$ cat src/rtl/fetch_stage.sv
// Instruction fetch: owns the fetch PC, issues one outstanding I-cache read, buffers {pc,instr} for decode.
// Latency imem_resp -> id_valid is 1 cycle (0 with FETCH_BYPASS_EN); decode stall gates new requests via FIFO space.
// Redirects flush the buffer; an in-flight stale response is drained and dropped (optional macro: FETCH_BYPASS_EN).
module fetch_stage #(
    parameter logic [31:0] RESET_PC   = 32'h0000_0060,
    parameter int          FIFO_DEPTH = 2
) (
    input  logic        clk,
    input  logic        rst_n,
    output logic        imem_read,
    output logic [31:0] imem_address,
    input  logic        imem_resp,
    input  logic [31:0] imem_rdata,
    input  logic        redirect_valid,
    input  logic [31:0] redirect_pc,
    input  logic        id_ready,
    output logic        id_valid,
    output logic [31:0] id_instr,
    output logic [31:0] id_pc,
    output logic [6:0]  id_opcode,
    output logic [2:0]  id_funct3
);

    localparam int PTR_W = $clog2(FIFO_DEPTH);
    localparam int CNT_W = PTR_W + 1;
    localparam logic [CNT_W-1:0] DEPTH_C = CNT_W'(FIFO_DEPTH);

    typedef enum logic [1:0] {IDLE, REQ, DRAIN} state_t;

    state_t             state, state_nxt;
    logic [31:0]        fetch_pc, fetch_pc_nxt;
    logic [31:0]        req_addr, req_addr_nxt;
    logic [31:0]        redir_pc;
    logic [31:0]        seq_pc;

    logic [63:0]        mem [FIFO_DEPTH];
    logic [PTR_W-1:0]   wr_ptr, rd_ptr;
    logic [CNT_W-1:0]   count, count_pop, count_post;
    logic               head_vld;
    logic               resp_ok;
    logic               push, pop;

    assign redir_pc = {redirect_pc[31:2], 2'b00};
    assign seq_pc   = req_addr + 32'd4;
    assign head_vld = (count != '0);
    assign resp_ok  = (state == REQ) && imem_resp && !redirect_valid;

`ifdef FETCH_BYPASS_EN
    logic byp;
    // An empty buffer lets the returning word go straight to decode; it is only stored if decode stalls.
    assign byp      = !head_vld && resp_ok;
    assign id_valid = head_vld || byp;
    assign id_instr = byp ? imem_rdata : mem[rd_ptr][31:0];
    assign id_pc    = byp ? req_addr   : mem[rd_ptr][63:32];
    assign push     = resp_ok && !(byp && id_ready);
`else
    assign id_valid = head_vld;
    assign id_instr = mem[rd_ptr][31:0];
    assign id_pc    = mem[rd_ptr][63:32];
    assign push     = resp_ok;
`endif

    assign pop        = head_vld && id_ready && !redirect_valid;
    assign count_pop  = count - CNT_W'(pop);
    assign count_post = count + CNT_W'(push) - CNT_W'(pop);

    assign id_opcode    = id_instr[6:0];
    assign id_funct3    = id_instr[14:12];
    assign imem_read    = (state != IDLE);
    assign imem_address = req_addr;

    always_comb begin
        state_nxt    = state;
        fetch_pc_nxt = fetch_pc;
        req_addr_nxt = req_addr;
        case (state)
            IDLE: begin
                if (redirect_valid) begin
                    state_nxt    = REQ;
                    fetch_pc_nxt = redir_pc;
                    req_addr_nxt = redir_pc;
                end else if (count_pop < DEPTH_C) begin
                    state_nxt    = REQ;
                    req_addr_nxt = fetch_pc;
                end
            end
            REQ: begin
                if (redirect_valid) begin
                    fetch_pc_nxt = redir_pc;
                    if (imem_resp) begin
                        req_addr_nxt = redir_pc;
                    end else begin
                        state_nxt = DRAIN;
                    end
                end else if (imem_resp) begin
                    fetch_pc_nxt = seq_pc;
                    if (count_post < DEPTH_C) begin
                        req_addr_nxt = seq_pc;
                    end else begin
                        state_nxt = IDLE;
                    end
                end
            end
            DRAIN: begin
                // The old request must complete on the bus before the new target is issued.
                if (redirect_valid) begin
                    fetch_pc_nxt = redir_pc;
                end
                if (imem_resp) begin
                    state_nxt    = REQ;
                    req_addr_nxt = redirect_valid ? redir_pc : fetch_pc;
                end
            end
            default: state_nxt = IDLE;
        endcase
    end

    always_ff @(posedge clk or negedge rst_n) begin
        if (!rst_n) begin
            state    <= IDLE;
            fetch_pc <= RESET_PC;
            req_addr <= RESET_PC;
        end else begin
            state    <= state_nxt;
            fetch_pc <= fetch_pc_nxt;
            req_addr <= req_addr_nxt;
        end
    end

    always_ff @(posedge clk or negedge rst_n) begin
        if (!rst_n) begin
            wr_ptr <= '0;
            rd_ptr <= '0;
            count  <= '0;
            for (int i = 0; i < FIFO_DEPTH; i++) begin
                mem[i] <= '0;
            end
        end else if (redirect_valid) begin
            wr_ptr <= '0;
            rd_ptr <= '0;
            count  <= '0;
        end else begin
            if (push) begin
                mem[wr_ptr] <= {req_addr, imem_rdata};
                wr_ptr      <= wr_ptr + 1'b1;
            end
            if (pop) begin
                rd_ptr <= rd_ptr + 1'b1;
            end
            count <= count_post;
        end
    end

endmodule

$ cat config.mk
export PLATFORM = sky130hd
export DESIGN_NAME = fetch_stage
export DESIGN_NICKNAME = d
export VERILOG_FILES = /design/src/rtl/fetch_stage.sv
export SDC_FILE = /design/constraint.sdc
export NUM_CORES = 1
export LEC_CHECK = 0
export CORE_UTILIZATION = 40
export DETAILED_ROUTE_END_ITERATION = 10
export DONT_BUFFER_PORTS = 1
export SLEW_MARGIN = 20
export SYNTH_ARGS = -nofsm -noshare
export SYNTH_HDL_FRONTEND = slang
export SYNTH_SLANG_ARGS = --single-unit
export TNS_END_PERCENT = 1
$ cat constraint.sdc
create_clock -name clk -period 3.65 [get_ports clk]
set_input_delay 0.73 -clock clk [delete_from_list [all_inputs] [get_ports clk]]
set_output_delay 0.73 -clock clk [all_outputs]
set_load 0.01 [all_outputs]
==> results of run 1 <==
cell families after synthesis:
group | Yosys count | share of synthesized area (%)
compound gates | 216 | 13.6
xor+xnor | 31 | 2.66
fa+ha+maj | 3 | 0.367
buf+inv | 98 | 4.30
flops | 198 | 48.5
mux | 200 | 22.0
simple gates | 163 | 8.52
critical path: cells and delay by family, from the launching register on:
family,cells,cell delay [ns]
compound gates,3,0.64
simple gates,3,0.50
fa+ha+maj,2,0.45
flops,1,0.39
mux,1,0.39
buf+inv,2,0.27
xor+xnor,1,0.15
routing by layer:
| layer | wire, microns | vias to the layer above | track usage, % |
|---|---|---|---|
| met4 | 225 | 2 | 4.89 |
| met2 | 11600 | 215 | 30.8 |
| met3 | 1590 | 19 | 4.21 |
| met5 | 13 | - | 0 |
| li1 | - | 3251 | - |
| met1 | 12000 | 3464 | 27.1 |
path summary, 6_finish.rpt:
kind,depth (start not counted),from,end
worst max-delay path,12,count[1],imem_address[18]
min in group clk,1,imem_resp,state[1]
worst min register to register,1,mem[114],mem[114]
max in group asynchronous,0,rst_n,imem_address[6]
worst min-delay path,0,rst_n,mem[29]
worst max register to register,12,count[1],imem_address[18]
through the flow:
step / power, W / hold WS, ns / setup WS, ns / instances
after CTS: 0.0100 / -0.0301 / 0.726 / 1215
final: 0.00997 / -0.0109 / 0.751 / 1216
after floorplan: 0.00717 / 0.434 / 0.0552 / 909
after detailed placement: 0.00808 / 0.438 / 0.568 / 1183
after global routing: 0.0106 / -0.0361 / 0.554 / 1215
after global placement: 0.00797 / 0.438 / 0.599 / 1183
flip-flops by register name, summed over array words and instances (netlist names):
register      count
imem_address     32
mem             128
rd_ptr            1
count             2
state             2
fetch_pc         32
wr_ptr            1
placed cells by master, fill, tap and decap left out, types with 4 or more instances in the layout:
| cell | n |
|---|---|
| mux2_2 | 196 |
| dfrtp_1 | 193 |
| a21oi_1 | 53 |
| nand2_1 | 46 |
| nor2_1 | 41 |
| o21ai_0 | 41 |
| o22ai_1 | 41 |
| xnor2_1 | 23 |
| inv_1 | 18 |
| buf_4 | 18 |
| nand2b_1 | 17 |
| clkbuf_16 | 17 |
| a22o_1 | 12 |
| a22oi_1 | 9 |
| nor3_1 | 9 |
| nand3_1 | 9 |
| o2bb2ai_1 | 9 |
| xor2_1 | 8 |
| a211oi_1 | 7 |
| nand4_1 | 7 |
| a31oi_1 | 6 |
| and3_1 | 6 |
| inv_6 | 6 |
| o31ai_1 | 5 |
| o221ai_1 | 5 |
| nor2b_1 | 5 |
| o21a_1 | 5 |
| buf_12 | 5 |
| mux2_1 | 4 |
| dfstp_2 | 4 |
area by class of cell:
cell class	count	area, sq um
fillers	2372	14000
inverters	19	71.3
diodes	1	2.50
clock buffers	18	439
flip-flops and latches	198	4960
multi-input cells	613	4840
repair buffers	23	235
clock inverters	14	159
well taps	330	413
report_power, final:
part / leakage, nW / total (W) / internal, W / switching [W]
combinational: 1.87 / 0.00379 / 0.00187 / 0.00192
clock: 0.292 / 0.00193 / 0.000997 / 0.000938
sequential: 2.39 / 0.00424 / 0.00323 / 0.00100
total: 4.55 / 0.00996 / 0.00610 / 0.00387
==> metrics.cfg, run 1 <==
[cts]
cts_setup_buffers=0
cts_buffers=17
clock_path_buffers=2
cts_sinks=198
clock_latency_ns=0.44
post_cts_resized=0
clkTransAtPathRegs_ns=0.08
cts-root-buf=clkbuf_16
htreeDepth=4
tritoncts=yes

[timing]
period_needed_ns=2.90
fmax_mhz=345
finalHoldViolations=6
min_period_over_period_pct=79.4
holdWs_ns=-0.0109
rsz0062_at_grt=no
worst_pin_slew_ns=0.789
setup_viol=0
slew_headroom_pct=47.0
drv_slew=0
fin_tns_setup_ns=0
skew_ns=0.0173

[setup_path]
crit_fanout=23
path_common_cell=ha_1
cpMaxStageDelayCell=dfrtp_1
slowest_delay_ns=0.39
end_kind=register
start_kind=register
crit_required_ns=3.97
r2r_slack_ns=0.75
crit_arrival_ns=3.22
crit_type=register to register
path_cells=or2_2, nand2_1, nor2_1, ha_1, inv_1, ha_1, xnor2_1, mux2_2, o21bai_2, buf_12, o21ai_0, a22o_1

[yosys]
synth.top_cell.area_share_pct=47.5
avgSynthCellArea_sq_um=11.2
syn_nets=981
synth_seq_area_share_pct=48.5
synth_seq_cells=198
ys_async_sr_fraction_pct=100
synth_area_sq_um=10200
ys.flop_type=dfrtp_1
synth_common_cells=mux2_2 (196), dfrtp_1 (194), a21oi_1 (53)
ys_warn_count=0
synth_cell_types=62
netlist_instances=909
synth.most_common_cell=mux2_2
synth_top_area_cell=dfrtp_1
synth_edf_count=0
synth_area_leaders=dfrtp_1 (48%), mux2_2 (22%), a21oi_1 (2.6%)

[final_layout]
final_nets=944
drive_gt1_share_pct=31.3
design_area_sq_um=11100
syn2layout_area_growth_pct=8.83
finalCoreUtilization_pct=44.3

[route]
drtIter0Drc=596
viasPerCell=5.72
wl_per_cell_microns=20.9
drc=0
dr.pass1.iters=5
drt-total-wl_microns=25400
drtAntennaViolNets=0
vias=6951

[grt]
overflow=0
grt_usage_pct=19.5
grt_pass1_wl_microns=40000
antenna_found_initial=2
grt_max_degree=199
grt_pass1_vias=6912

[placed_design]
port_buffers=0
place.gp.congestion=0.776
hpwl_microns=16400
postPlaceCellArea_sq_um=10500

[floorplan]
start_util_pct=40.7
die_w_microns=162
die_h_microns=162
rows=58
dieArea_sq_um=26200
pin_count=177
core_sq_um=25100

[outcome]
violations=hold timing
status=finished with violations

[flow_run]
drv_cap=0

[power_and_ir_drop]
cellLeakagePower_nw=4.55
powerDensity_nw_per_um2=896
irDropWorstVdd_v=0.000328

[min_path]
min_path_type=input port to asynchronous set/reset pin

No activity file was read; power rests on OpenSTA's default activity.
==> run 2: changes to the inputs <==
Clock period 3.65 ns to 2.7 ns, I/O delays scaled along.
==> run 2 against run 1 <==
Net effect:
- the run still ends with hold timing left
- sequential power increased by 30%
- flip-flop and latch count unchanged
- clock skew increased by 0.00071 ns
- worst setup slack got worse by 0.68 ns
- largest power group is now combinational logic
- via count increased by 3.0%
- clock power increased by 44%
- count of clock-buffer cells in the layout decreased by 1
- critical path type unchanged
- utilization increased by 1.9 points
==> metrics.cfg, run 2 (same netlist as run 1, synthesis figures left out) <==
[route]
drtIter0Drc=468  ; -21%
viasPerCell=5.71  ; about the same
vias=7160  ; +3.0%
wl_per_cell_microns=20.9  ; -0.22%
drc=0  ; unchanged
dr.pass1.iters=6  ; +1
drtAntennaViolNets=0  ; unchanged
drt-total-wl_microns=26200  ; +2.8%

[cts]
cts_sinks=198  ; unchanged
clock_path_buffers=2  ; unchanged
clock_latency_ns=0.45  ; about the same
tritoncts=yes
cts_buffers=17  ; unchanged
clkTransAtPathRegs_ns=0.09  ; about the same
htreeDepth=4  ; unchanged
cts-root-buf=clkbuf_16

[timing]
skew_ns=0.0180  ; +0.000705 ns
rsz0062_at_grt=yes
drv_slew=0  ; unchanged
fmax_mhz=380  ; +10%
worst_pin_slew_ns=0.716  ; -0.0723 ns
holdWs_ns=-0.224  ; -0.213 ns
finalHoldViolations=198  ; +192
slew_headroom_pct=51.9  ; +4.9 points
min_period_over_period_pct=97.5  ; +18 points
period_needed_ns=2.63  ; -0.266 ns
setup_viol=0  ; unchanged

[placed_design]
port_buffers=0  ; unchanged
dpl.cell_count=1208  ; +2.1%
place.gp.congestion=0.763  ; -1.7%
hpwl_microns=17000  ; +3.5%

[final_layout]
largest_reg_flops=128  ; unchanged
final_common_cell=mux2_2
drive_gt1_share_pct=35.4  ; +4.1 points
final_nets=979  ; +3.7%
syn2layout_area_growth_pct=13.4
final_cell_mix=mux2_2 (195), dfrtp_1 (193), a21oi_1 (48)
largest-register=mem
fin_cells=1253  ; +3.0%

[grt]
antenna_found_initial=4  ; +2
grt_pass1_wl_microns=40500  ; +1.2%
grt_max_degree=199  ; unchanged
grt_usage_pct=19.9  ; +0.41 points
overflow=0  ; unchanged
grt_pass1_vias=7069  ; +2.3%

[setup_path]
crit_type=register to register
crit_required_ns=3.02  ; -0.95 ns
worst-path-buf-inv=3  ; +1
crit_fanout=6  ; -74%
start_kind=register
end_kind=register
slowest_delay_ns=0.39  ; about the same
path_common_cell=ha_4
crit_family=simple AND/OR/NAND/NOR gates
cpMaxStageDelayCell=dfrtp_1
crit_arrival_ns=2.96  ; -0.26 ns
path_cells=or2_2, nand2_2, nor2_2, ha_4, inv_2, ha_4, xnor2_2, mux2_4, o21bai_4, buf_4, clkbuf_16, nand2_1, a22o_1

[floorplan]
start_util_pct=40.7  ; unchanged
die_w_microns=162  ; unchanged
dieArea_sq_um=26200  ; unchanged
core_sq_um=25100  ; unchanged
rows=58  ; unchanged
die_h_microns=162  ; unchanged
pin_count=177  ; unchanged

[outcome]
status=finished with violations
violations=hold timing

[min_path]
min_path_type=input port to asynchronous set/reset pin

[power_and_ir_drop]
powerDensity_nw_per_um2=1230  ; +37%
cellLeakagePower_nw=4.78  ; +5.0%
irDropWorstVdd_v=0.000476  ; +45%
power.total_w=0.0142  ; +43%

[flow_run]
drv_cap=0  ; unchanged

run 2: cell count changes in the layout (fill, tap and decap cells not counted), moves of 3 or more:
| cell | before | now |
|---|---|---|
| inv_1 | 18 | 15 |
| inv_6 | 6 | 1 |
| inv_2 | 0 | 3 |
| a21oi_2 | 0 | 5 |
| a21oi_1 | 53 | 48 |
| buf_4 | 18 | 46 |
| inv_8 | 2 | 6 |
run 2: stage by stage:
| stage | instance area (sq um) | utilization [%] | hold slack [ns] | TNS, ns | worst slack (ns) |
|---|---|---|---|---|---|
| 3_3_place_gp | 10800 | 43.1 | 0.248 | 0 | 0.0326 |
| 5_1_grt | 11600 | 46.1 | -0.252 | -0.0241 | -0.00881 |
| 4_1_cts | 11500 | 45.6 | -0.246 | 0 | 0.0344 |
| 3_5_place_dp | 10800 | 43.1 | 0.249 | -0.0400 | -0.0157 |
| 6_report | 11600 | 46.2 | -0.224 | 0 | 0.0669 |
| 2_1_floorplan | 10400 | - | 0.244 | -7.14 | -0.289 |
run 2: what timing repair did:
action | 4_1_cts | 5_1_grt
endpoints found under the hold margin | 198 | 198
resized for setup | 0 | 5
setup endpoints to repair | 0 | 23
buffers inserted | 0 | 8
run 2: metal layers:
layer / GRT usage (%) / routed length, microns / vias up
met1: 26.9 / 12000 / 3596
met3: 4.98 / 1780 / 34
met2: 31.6 / 12000 / 219
met4: 5.87 / 410 / 2
met5: 0 / 8 / -
li1: - / - / 3309
run 2: power by group:
| part | internal [W] | switching (W) | total, W |
|---|---|---|---|
| logic | 0.00297 | 0.00296 | 0.00593 |
| registers | 0.00438 | 0.00115 | 0.00553 |
| clock network | 0.00137 | 0.00140 | 0.00277 |
run 2: path summary, 6_finish.rpt:
path                           start               to  slack [ns]  cells past startpoint
setup / recovery            count[1]  imem_address[8]        0.07                     13
hold reg to reg             mem[122]         mem[122]        0.49                      1
min in group clk           imem_resp         state[1]        0.16                      1
max in group asynchronous      rst_n         count[1]        2.64                      0
hold / removal                 rst_n          mem[93]       -0.22                      0
setup reg to reg            count[1]  imem_address[8]        0.07                     13
run 2: cell type report:
class	count	area (sq um)
Clock inverter	15	213
Clock buffer	17	425
Sequential cell	198	4960
Inverter	19	71.3
Multi-Input combinational cell	613	4930
Fill cell	2328	13500
Tap cell	330	413
Antenna cell	3	7.51
Timing Repair Buffer	58	566
